### config.mk
export PLATFORM = sky130hd
export DESIGN_NAME = id_ex_pipe_reg
export DESIGN_NICKNAME = d
export VERILOG_FILES = /design/src/rtl/id_ex_pipe_reg.sv
export SDC_FILE = /design/constraint.sdc
export NUM_CORES = 1
export LEC_CHECK = 0
export CAP_MARGIN = 20
export CORE_MARGIN = 4
export CORE_UTILIZATION = 43
export CTS_CLUSTER_SIZE = 24
export DETAILED_ROUTE_END_ITERATION = 16
export PLACE_DENSITY = 0.89
export SLEW_MARGIN = 10
export SYNTH_ARGS = -nofsm -noshare
export SYNTH_HDL_FRONTEND = slang
export SYNTH_SLANG_ARGS = --single-unit
### constraint.sdc
create_clock -name clk -period 8.6 [get_ports clk]
set_input_delay 2.58 -clock clk [delete_from_list [all_inputs] [get_ports clk]]
set_output_delay 2.58 -clock clk [all_outputs]
set_load 0.01 [all_outputs]
### src/rtl/id_ex_pipe_reg.sv
// id_ex_pipe_reg: ID/EX pipeline register with load-use bubble insertion, flush and external stall
module id_ex_pipe_reg #(
  parameter int DATA_WIDTH     = 32,
  parameter int REG_ADDR_WIDTH = 5,
  parameter int ALUOP_WIDTH    = 4,
  parameter int CNT_WIDTH      = 16
) (
  input  logic                      clk,
  input  logic                      reset,
  input  logic                      flush,
  input  logic                      ext_stall,
  input  logic [REG_ADDR_WIDTH-1:0] if_id_rs,
  input  logic [REG_ADDR_WIDTH-1:0] if_id_rt,
  input  logic [REG_ADDR_WIDTH-1:0] if_id_rd,
  input  logic                      if_id_uses_rt,
  input  logic                      ctl_reg_write,
  input  logic                      ctl_mem_to_reg,
  input  logic                      ctl_mem_read,
  input  logic                      ctl_mem_write,
  input  logic                      ctl_alu_src,
  input  logic                      ctl_reg_dst,
  input  logic [ALUOP_WIDTH-1:0]    ctl_alu_op,
  input  logic [DATA_WIDTH-1:0]     read_data_1,
  input  logic [DATA_WIDTH-1:0]     read_data_2,
  input  logic [DATA_WIDTH-1:0]     sign_ext_imm,
  input  logic [DATA_WIDTH-1:0]     pc_plus4,
  output logic                      id_ex_reg_write,
  output logic                      id_ex_mem_to_reg,
  output logic                      id_ex_mem_read,
  output logic                      id_ex_mem_write,
  output logic                      id_ex_alu_src,
  output logic                      id_ex_reg_dst,
  output logic [ALUOP_WIDTH-1:0]    id_ex_alu_op,
  output logic [DATA_WIDTH-1:0]     id_ex_read_data_1,
  output logic [DATA_WIDTH-1:0]     id_ex_read_data_2,
  output logic [DATA_WIDTH-1:0]     id_ex_imm,
  output logic [DATA_WIDTH-1:0]     id_ex_pc_plus4,
  output logic [REG_ADDR_WIDTH-1:0] id_ex_instr_rs,
  output logic [REG_ADDR_WIDTH-1:0] id_ex_instr_rt,
  output logic [REG_ADDR_WIDTH-1:0] id_ex_instr_rd,
  output logic                      id_ex_valid,
  output logic                      hazard_stall,
  output logic [CNT_WIDTH-1:0]      bubble_count
);
  localparam int PW = 7 + ALUOP_WIDTH + 4 * DATA_WIDTH + 3 * REG_ADDR_WIDTH;
  logic [PW-1:0]        r_q;
  logic [PW-1:0]        w_d;
  logic [CNT_WIDTH-1:0] r_cnt;
  logic                 w_lu;
  logic                 w_bubble;
  assign w_d = {1'b1, ctl_reg_write, ctl_mem_to_reg, ctl_mem_read, ctl_mem_write, ctl_alu_src,
                ctl_reg_dst, ctl_alu_op, read_data_1, read_data_2, sign_ext_imm, pc_plus4,
                if_id_rs, if_id_rt, if_id_rd};
  assign {id_ex_valid, id_ex_reg_write, id_ex_mem_to_reg, id_ex_mem_read, id_ex_mem_write,
          id_ex_alu_src, id_ex_reg_dst, id_ex_alu_op, id_ex_read_data_1, id_ex_read_data_2,
          id_ex_imm, id_ex_pc_plus4, id_ex_instr_rs, id_ex_instr_rt, id_ex_instr_rd} = r_q;
  // A load into $0 never creates a dependency.
  assign w_lu = id_ex_mem_read & id_ex_valid & (id_ex_instr_rt != '0) &
                ((id_ex_instr_rt == if_id_rs) | (if_id_uses_rt & (id_ex_instr_rt == if_id_rt)));
  assign hazard_stall = w_lu & ~flush;
  assign w_bubble     = flush | (w_lu & ~ext_stall);
  assign bubble_count = r_cnt;
  always_ff @(posedge clk or posedge reset) begin
    if (reset) r_q <= '0;
    else if (w_bubble) r_q <= '0;
    else if (!ext_stall) r_q <= w_d;
  end
  always_ff @(posedge clk or posedge reset) begin
    if (reset) r_cnt <= '0;
    else if (w_lu & ~flush & ~ext_stall & ~&r_cnt) r_cnt <= r_cnt + 1'b1;
  end
endmodule

==> impl_metrics.csv <==
group,metric,value,unit
yosys,syn_area,7577,um2
timing,finalSetupTns,0,ps
route,ant_nets,0,
setup_path,crit_path_frequent_cell,"clkdlybuf4s50_1",
timing,period_needed,7222,ps
power_and_ir_drop,p_per_area,164.1,nW/um2
place,post-place-ws,1383,ps
setup_path,timing.rr.start,"r_q[6]",
route,firstDrtPassIters,6,
cts,cts.root.buffer_cell,"clkbuf_16",
cts,clk_latency,430,ps
place,portBuffers,328,
setup_path,start_kind,"input pin",
yosys,syn_nets,937,
die,dieHeight,140.7,um
setup_path,rr_worst_depth,7,
timing,fin_skew,14.29,ps
power_and_ir_drop,p_int,1.411,mW
setup_path,slowest_delay,550,ps
yosys,yosysMostFrequentCell,"dfrtp_1",
yosys,synth_top_area_share,0.5614,
final_layout,finalNetCount,1221,
setup_path,worst_r2r_endpoint,"bubble_count[14]",
route,vias_per_cell,5.272,
setup_path,worst-path-max-fanout,2,
route,vias,6843,
setup_path,crit_chain,"clkdlybuf4s50_1, xor2_1, nor4_1, a32oi_1, or2_4, nor2_1, clkdlybuf4s50_1",
timing,timing.slew.headroom,0.3139,
setup_path,required,6020,ps
yosys,synthMuxAreaShare,0.002972,
setup_path,critPathCaptureType,"output pin",
yosys,yosysWarnings,0,
yosys,synthXorXnorAreaFrac,0.02774,
power_and_ir_drop,netSwitchingPower,0.4742,mW
setup_path,cp-endpoint,"hazard_stall",
route,avgRoutedWirePerCell,17.90,um
power_and_ir_drop,power_frac_clock,0.388,
cts,cts_buffers,17,
timing,drv_slew,0,
power_and_ir_drop,swShare,0.2516,
die,pin_count,329,
route,drc_errors,0,
yosys,synth.top_cells.by_count,"170 x dfrtp_1, 159 x nand2_1, 153 x a21oi_1, 153 x nand3b_1, 51 x clkbuf_1",
grt,grt_pass1_wl,36580,um
place,place_hpwl,15900,um
grt,grtUsageTotal,0.2309,
min_path,min_path_type,"reg2reg",
grt,grt_antenna_before_repair,0,
yosys,yosys.area_share.adder,0.001651,
cts,clockBufferDepth,2,
yosys,synth_edf_count,0,
setup_path,crit_path_start,"if_id_rt[3]",
grt,grt-ovfl-total,0,
status,status,"finished, final reports clean",
yosys,synth_top_family_by_area,"simple AND/OR/NAND/NOR gates",
yosys,ys_seq_elements,170,
yosys,synth-main-ff-cell,"dfrtp_1",
place,place_congestion,0.8405,
cts,cts_tree,"built",
final_layout,area_delta_synth_final,51.55,%
die,rows,48,
power_and_ir_drop,p_comb_frac,0.156,
cts,htree_levels,4,
final_layout,final_util,0.6639,
timing,setup_ws,1378,ps
grt,grt_pass1_vias,6772,
yosys,synthSimpleGateAreaFrac,0.2622,
setup_path,slowest_stage,"clkdlybuf4s50_1",
final_layout,layout-drive-gt1-share,0.04194,
yosys,synth_compound_area_frac,0.1044,
timing,fin_crit_sh,0.8398,
yosys,avgSynthCellArea,9.739,um2
route,wirelength,23230,um
power_and_ir_drop,finalPower,1.885,mW
job,max_cap_violations,0,
power_and_ir_drop,total_leakage_power,4.697,nW
die,initial_core_util,0.4381,
die,dieWidth,140.7,um
setup_path,criticalPathCategory,"in2out",
yosys,ys_async_sr_fraction,1.000,
cts,clk_pin_slew,60,ps
cts,cts_num_sinks,170,
timing,setup_viol,0,
setup_path,arrival,4640,ps
yosys,synthCells,778,
die,dieArea,19810,um2
timing,fmax,138.5,MHz
grt,grt_max_degree,121,
setup_path,ff2ff_setup_slack,4920,ps
power_and_ir_drop,vdd_ir_drop_max,0.0001266,V
timing,timing_hold_violations_final,0,
cts,cts_resized,0,
timing,rsz0062_at_grt,"false",
yosys,ys_types,31,
die,core,17300,um2
cts,postCtsSetupBuffers,0,
timing,worst_pin_slew,1029,ps
power_and_ir_drop,seqPwrFrac,0.456,
yosys,seq_area_frac_synth,0.5614,
final_layout,num_antenna_cells,0,
yosys,synth_top_area_cell,"dfrtp_1",
yosys,ys_top_cells_by_area,"dfrtp_1 56%, nand3b_1 15%, a21oi_1 10%",
route,drt_iter0_markers,476,
cts,postCtsHoldBufs,0,
how the worst min path moves through the flow:
stage | from | end | cells after the start
finish | bubble_count[8] | bubble_count[8] | 1
global route | r_q[14] | r_q[14] | 2
global placement | bubble_count[13] | bubble_count[13] | 1
CTS | bubble_count[8] | bubble_count[8] | 1
floorplan | bubble_count[6] | bubble_count[6] | 1
detailed placement | bubble_count[8] | bubble_count[8] | 1
placed cells by master, fill, tap and decap left out, drive strengths merged:
cell type	count
clkdlybuf4s50	326
dfrtp	170
nand2	159
nand3b	153
a21oi	153
xor2	19
clkbuf	18
nor2	10
buf	9
nand3	7
nor4	6
nor3	6
inv	6
xnor2	5
clkinvlp	5
nand4	3
nor4b	2
mux2	2
clkinv	2
a32oi	1
or4	1
o211ai	1
or2	1
nor2b	1
and4	1
and3	1
or3	1
a311oi	1
nand2b	1
ha	1
bufinv	1
power groups by stage:
stage | clock network (mW) | logic (mW) | registers (mW)
after floorplan | 0 | 0.0965 | 0.891
after global placement | 0 | 0.289 | 0.873
after detailed placement | 0 | 0.294 | 0.875
after CTS | 0.746 | 0.295 | 0.860
after global routing | 0.783 | 0.317 | 0.865
final | 0.731 | 0.293 | 0.860
sequential cells by signal, summed over array words and instances (netlist names):
register,count
r_q,154
bubble_count,16
metal layers:
layer  up-vias  track usage  part of all wire  wire length [um]
met5         -            0                 0                 0
met4         0      0.09485             0.032               742
met3        44      0.07327             0.083              1919
met2       293       0.3785              0.50             11580
met1      3282       0.2833              0.39              8989
li1       3224            -                 -                 -
per-stage QoR:
stage	cell area, um2	hold WS (ps)	cells
floorplan	7577	515.6	778
global placement	10900	498.8	1267
detailed placement	10900	505.4	1267
CTS	11460	520.2	1297
global route	11480	537.5	1298
finish	11480	516.5	1298
cell families after synthesis:
kind of cell    Yosys count
flops                   170
simple gates            353
buf+inv                  72
mux                       2
compound gates          156
fa+ha+maj                 1
xor+xnor                 24
worst max-delay path, delay by kind of cell:
kind,cells,cell delay (ps)
xor gates and xnor gates,1,150
and+or+nand+nor,3,690
AOI/OAI and AO/OA,1,220
buffers and inverters,2,990
layout make-up:
| class | instances | area, um2 |
|---|---|---|
| clock inverters | 12 | 116.4 |
| inverters | 2 | 12.51 |
| repair buffers | 335 | 3354 |
| fillers | 1395 | 5813 |
| flip-flops and latches | 170 | 4254 |
| well taps | 225 | 281.5 |
| clock buffers | 18 | 439.2 |
| multi-input cells | 536 | 3025 |
No activity file was read; power rests on OpenSTA's default activity.
==> patch 1: new RTL, config.mk and constraints unchanged <==
Set the parameter `REG_ADDR_WIDTH` to 6 (it was 5).
--- a/src/rtl/id_ex_pipe_reg.sv
+++ b/src/rtl/id_ex_pipe_reg.sv
@@ -1,7 +1,7 @@
 // id_ex_pipe_reg: ID/EX pipeline register with load-use bubble insertion, flush and external stall
 module id_ex_pipe_reg #(
   parameter int DATA_WIDTH     = 32,
-  parameter int REG_ADDR_WIDTH = 5,
+  parameter int REG_ADDR_WIDTH = 6,
   parameter int ALUOP_WIDTH    = 4,
   parameter int CNT_WIDTH      = 16
 ) (
Ports: changed (6 resized); port bits go from 329 to 335. No check against the original RTL was run, so the function may have changed too.
==> patch 1 against the unedited design <==
Synthesized cell count rose by 1.9%. Final area rose by 1.8%. Routed wire length rose by 2.9%. Total power rose by 2.2%. Maximum frequency rose by 1.7%. Non-clock buffer count rose by 7. Clock power rose by 2.7%. Worst setup slack improved by 0.12 ns. Area after synthesis rose by 2.5%. Sequential cell count rose by 3. Combinational power rose by 2%. Sequential power rose by 2%. Sequential share of layout area barely moved.
==> patch 1: results (changes against the unedited design) <==
[power_and_ir_drop]
leakagePower_nw=4.796  ; was 4.697 nW
max-vdd-ir-drop_mv=0.1263  ; was 0.1266 mV

[worst_setup_path]
ff2ff_setup_slack_ns=5.15  ; was 4.92 ns
cp.arrival_ns=4.52  ; was 4.64 ns
cp_slowest_stage_delay_ns=0.58  ; was 0.55 ns
cpMaxStageDelayCell=clkdlybuf4s50_1  ; unchanged
r2r-start=r_q[6]  ; unchanged
cp_max_fo=3  ; was 2
r2r_end=r_q[0]  ; was bubble_count[14]

[logic_synthesis]
synthTopCellsByCount=dfrtp_1 (173), nand2_1 (164), a21oi_1 (156), nand3b_1 (156), clkbuf_1 (53)  ; was dfrtp_1 (170), nand2_1 (159), a21oi_1 (153), nand3b_1 (153), clkbuf_1 (51)
async_reset_ff_share_pct=100.0  ; unchanged
synth_seq_area_share_pct=55.74  ; was 56.14%
synth_area_per_cell_um2=9.793  ; was 9.739 um2
synth.top_cells.by_area=dfrtp_1 (56%), nand3b_1 (15%), a21oi_1 (10%)  ; unchanged
ys_types=25  ; was 31
syn_nets=955  ; was 937

[status]
outcome=completed  ; unchanged

[grt]
grt_usage_pct=22.74  ; was 23.09%
grt_start_max_net_pins=127  ; was 121
grt_pass1_vias=6893  ; was 6772
grt_pass1_wl_um=36670  ; was 36580 um

[route]
viasPerCell=5.206  ; was 5.272
routedWlPerCell_um=18.10  ; was 17.90 um
wl_um=23910  ; was 23230 um
drt_first_iter_violations=306  ; was 476
dr.pass1.iters=4  ; was 6

[placement]
port_buffers=334  ; was 328
dpl.hpwl_um=16370  ; was 15900 um
dpl.cell_count=1288  ; was 1267
gp_congestion=0.8415  ; was 0.8405
dpl-instance-area_um2=11080  ; was 10900 um2

[hold_path]
worstHoldEndpoint=r_q[69]  ; was bubble_count[8]
min_path_cells=2  ; was 1
hold_path.startpoint=r_q[69]  ; was bubble_count[8]

[sta]
slew_headroom_pct=29.39  ; was 31.39%
fin_skew_ns=0.008375  ; was 0.01429 ns

[layout]
largest_reg_flops=157  ; was 154
final_nets=1245  ; was 1221
nFillCells=1371  ; was 1395
antenna_cells=0  ; unchanged
drive_gt1_share_pct=4.015  ; was 4.194%

[clocking]
cts-root-buf=clkbuf_16  ; unchanged
post_cts_buffers=0  ; unchanged
path_clk_slew_ns=0.07
cts_max_path_buffers=2  ; unchanged
clk_latency_ns=0.41  ; was 0.43 ns

==> patch 1: cell types whose count changed in the layout (fill, tap and decap cells not counted), sizes merged, moves of 3 or more <==
cell           before  now
dfrtp             170  173
a21oi             153  156
nand4               3    6
nand2             159  166
clkbuf             18   21
clkdlybuf4s50     326  332
nand3b            153  156
xnor2               5   15
xor2               19   12
==> patch 1: how the worst max path moves through the flow <==
stage,from,to,cells past startpoint
after floorplan,reset,bubble_count[0],1
after global placement,if_id_rt[2],hazard_stall,7
after detailed placement,if_id_rt[5],hazard_stall,7
after CTS,if_id_rt[2],hazard_stall,7
after global routing,if_id_rt[2],hazard_stall,7
final,if_id_rt[1],hazard_stall,7
==> patch 1: power by group <==
| group | leakage [nW] | switching, mW | internal (mW) |
|---|---|---|---|
| combinational | 2.21 | 0.128 | 0.172 |
| clock | 0.273 | 0.325 | 0.426 |
| sequential | 2.31 | 0.0225 | 0.852 |
| total | 4.80 | 0.476 | 1.45 |
==> patch 1: final cells by class <==
type	instances	share of cell area (%)
clock buffer	21	4.024
clock inverter	11	0.9312
inverter	2	0.1070
multi-input combinational	547	26.22
sequential	173	37.03
tap	225	2.408
timing repair buffer	342	29.27
==> patch 1: metal layers <==
layer	GRT usage [%]	vias to the layer above	share of wire [%]
met5	0	-	0
met4	8.154	0	2.7
met3	5.511	44	6.5
met2	39.48	238	52
met1	27.64	3318	39
li1	-	3277	-
==> patch 1: cells by family (layout without fill, tap and decap cells) <==
kind of cell,after synthesis,count (layout),synth area share (%)
DFF,173,173,55.74
muxes,1,1,0.1450
and+or+nand+nor,359,359,25.66
adders and majority gates,1,1,0.1611
xor gates and xnor gates,27,27,3.045
AOI/OAI and AO/OA,159,159,10.39
buffers and inverters,73,376,4.849
==> patch 1: per-stage QoR <==
| step | util [%] | setup slack, ns | hold WS (ns) |
|---|---|---|---|
| after floorplan | - | 1.332 | 0.5221 |
| after global placement | 63.42 | 1.527 | 0.5025 |
| after detailed placement | 63.42 | 1.503 | 0.5141 |
| after CTS | 66.73 | 1.492 | 0.5239 |
| after global routing | 66.89 | 1.388 | 0.5347 |
| final | 66.89 | 1.496 | 0.5195 |
==> patch 1: worst max-delay path: cells and delay by family <==
kind | cells | cell delay [ns]
buffers and inverters | 2 | 1.10
AO/OA/AOI/OAI | 1 | 0.38
AND/OR/NAND/NOR | 3 | 0.33
XOR/XNOR | 1 | 0.13
==> patch 2: new RTL, same flow settings <==
Made on the original files. Make the reset (`reset`) synchronous in 2 clocked blocks.
--- a/src/rtl/id_ex_pipe_reg.sv
+++ b/src/rtl/id_ex_pipe_reg.sv
@@ -60,12 +60,12 @@
   assign hazard_stall = w_lu & ~flush;
   assign w_bubble     = flush | (w_lu & ~ext_stall);
   assign bubble_count = r_cnt;
-  always_ff @(posedge clk or posedge reset) begin
+  always_ff @(posedge clk) begin
     if (reset) r_q <= '0;
     else if (w_bubble) r_q <= '0;
     else if (!ext_stall) r_q <= w_d;
   end
-  always_ff @(posedge clk or posedge reset) begin
+  always_ff @(posedge clk) begin
     if (reset) r_cnt <= '0;
     else if (w_lu & ~flush & ~ext_stall & ~&r_cnt) r_cnt <= r_cnt + 1'b1;
   end
Formal check against the unedited RTL: differs if reset is asserted again (counterexample within 4 cycles, from zero or initial values and one cycle with reset high); with reset held inactive, the same outputs for 4 cycles.
==> patch 2 against the unedited design <==
Critical path depth unchanged. Worst setup slack got worse by 0.13 ns. Total power decreased by 2.8%. Area after synthesis decreased by 7.5%. Clock power increased by 4.7%. Sequential power decreased by 4.1%. Routed wire length decreased by 7.6%. Sequential share of layout area decreased by 5.9 points. Synthesized cell count decreased by 17%. Sequential cell count unchanged. Final area decreased by 4.8%. Count of clock-buffer cells in the layout increased by 5. Highest routed layer unchanged.
==> patch 2: results (changes against the unedited design) <==
[grt]
grt_pass1_vias=6176  ; was 6772
gr-usage-met2_pct=38.14  ; was 37.85%
grt_pass1_wl_um=32820  ; was 36580 um
grt_usage_pct=22.44  ; was 23.09%
grtUsageMet1_pct=25.80  ; was 28.33%
grt.met3_usage_pct=8.210  ; was 7.327%
grt_start_max_net_pins=94  ; was 121

[worst_setup_path]
cp.arrival_ns=4.77  ; was 4.64 ns
cp_max_fo=25  ; was 2
cp_slowest_stage_delay_ns=0.59  ; was 0.55 ns
worstRegToRegCells=8  ; was 7
ff2ff_setup_slack_ns=5.47  ; was 4.92 ns
r2r-start=r_q[8]  ; was r_q[6]

[route]
routed-wl-met2_um=10560  ; was 11580 um
dr.pass1.iters=4  ; was 6
vias=6054  ; was 6843
routedWlPerCell_um=18.37  ; was 17.90 um
met1_length_um=8285  ; was 8989 um

[placement]
dpl.hpwl_um=15270  ; was 15900 um
dpl-instance-area_um2=10340  ; was 10900 um2
pre_cts_ws_ns=1.265  ; was 1.383 ns
dpl.cell_count=1136  ; was 1267
gp_congestion=0.8466  ; was 0.8405

[power_and_ir_drop]
max-vdd-ir-drop_mv=0.1191  ; was 0.1266 mV
leakagePower_nw=4.219  ; was 4.697 nW

[logic_synthesis]
synth_area_per_cell_um2=10.92  ; was 9.739 um2
synthTopCellsByCount=dfxtp_1 (170), mux2i_1 (154), nor3_1 (99), nor3_2 (60), clkbuf_1 (35)  ; was dfrtp_1 (170), nand2_1 (159), a21oi_1 (153), nand3b_1 (153), clkbuf_1 (51)
synthMuxAreaShare_pct=23.11  ; was 0.2972%
synth_flop_cell=dfxtp_1  ; was dfrtp_1
async_reset_ff_share_pct=0  ; was 100.0%
synth.top_cells.by_area=dfxtp_1 (49%), mux2i_1 (22%), nor3_2 (8.6%)  ; was dfrtp_1 (56%), nand3b_1 (15%), a21oi_1 (10%)
synth_seq_area_share_pct=48.54  ; was 56.14%
yosys.area_share.xor_xnor_pct=1.249  ; was 2.774%
syn_nets=801  ; was 937
ys_types=36  ; was 31
synthAdderAreaFrac_pct=0.1784  ; was 0.1651%

[sta]
fin_skew_ns=0.01037  ; was 0.01429 ns
finalWorstSetupSlack_ns=1.246  ; was 1.378 ns
worst_hold_slack_ns=0.4898  ; was 0.5165 ns
worst_pin_slew_ns=1.095  ; was 1.029 ns

[hold_path]
min_path_cells=2  ; was 1
hold_path.startpoint=bubble_count[4]  ; was bubble_count[8]
worstHoldEndpoint=bubble_count[4]  ; was bubble_count[8]

[layout]
drive_gt1_share_pct=11.24  ; was 4.194%
nFillCells=1211  ; was 1395
multi_input_area_um2=3316  ; was 3025 um2

[status]
outcome=completed  ; unchanged

-- patch 2: cell types whose count changed after synthesis, sizes merged, moves of 10 or more --
cell | before | now
dfrtp | 170 | 0
dfxtp | 0 | 170
mux2i | 0 | 154
nand3b | 153 | 0
nor3 | 6 | 159
nand2 | 159 | 7
a21oi | 153 | 8
clkbuf | 52 | 35
xor2 | 19 | 9
-- patch 2: cell type report --
cell class | instances | share of cell area, %
diodes | 1 | 0.02288
clock buffers | 23 | 4.370
flip-flops and latches | 170 | 31.11
repair buffers | 334 | 30.58
multi-input cells | 413 | 30.31
clock inverters | 9 | 1.030
well taps | 216 | 2.471
inverters | 3 | 0.1030
-- patch 2: kinds of logic after synthesis --
kind of cell | Yosys count
buffers and inverters | 59
AOI/OAI and AO/OA | 22
DFF | 170
xor gates and xnor gates | 10
muxes | 161
adders and majority gates | 1
and+or+nand+nor | 219
-- patch 2: power breakdown --
group	switching, mW	internal [mW]
sequential	0.0136	0.811
combinational	0.0955	0.146
clock	0.312	0.452
total	0.421	1.41
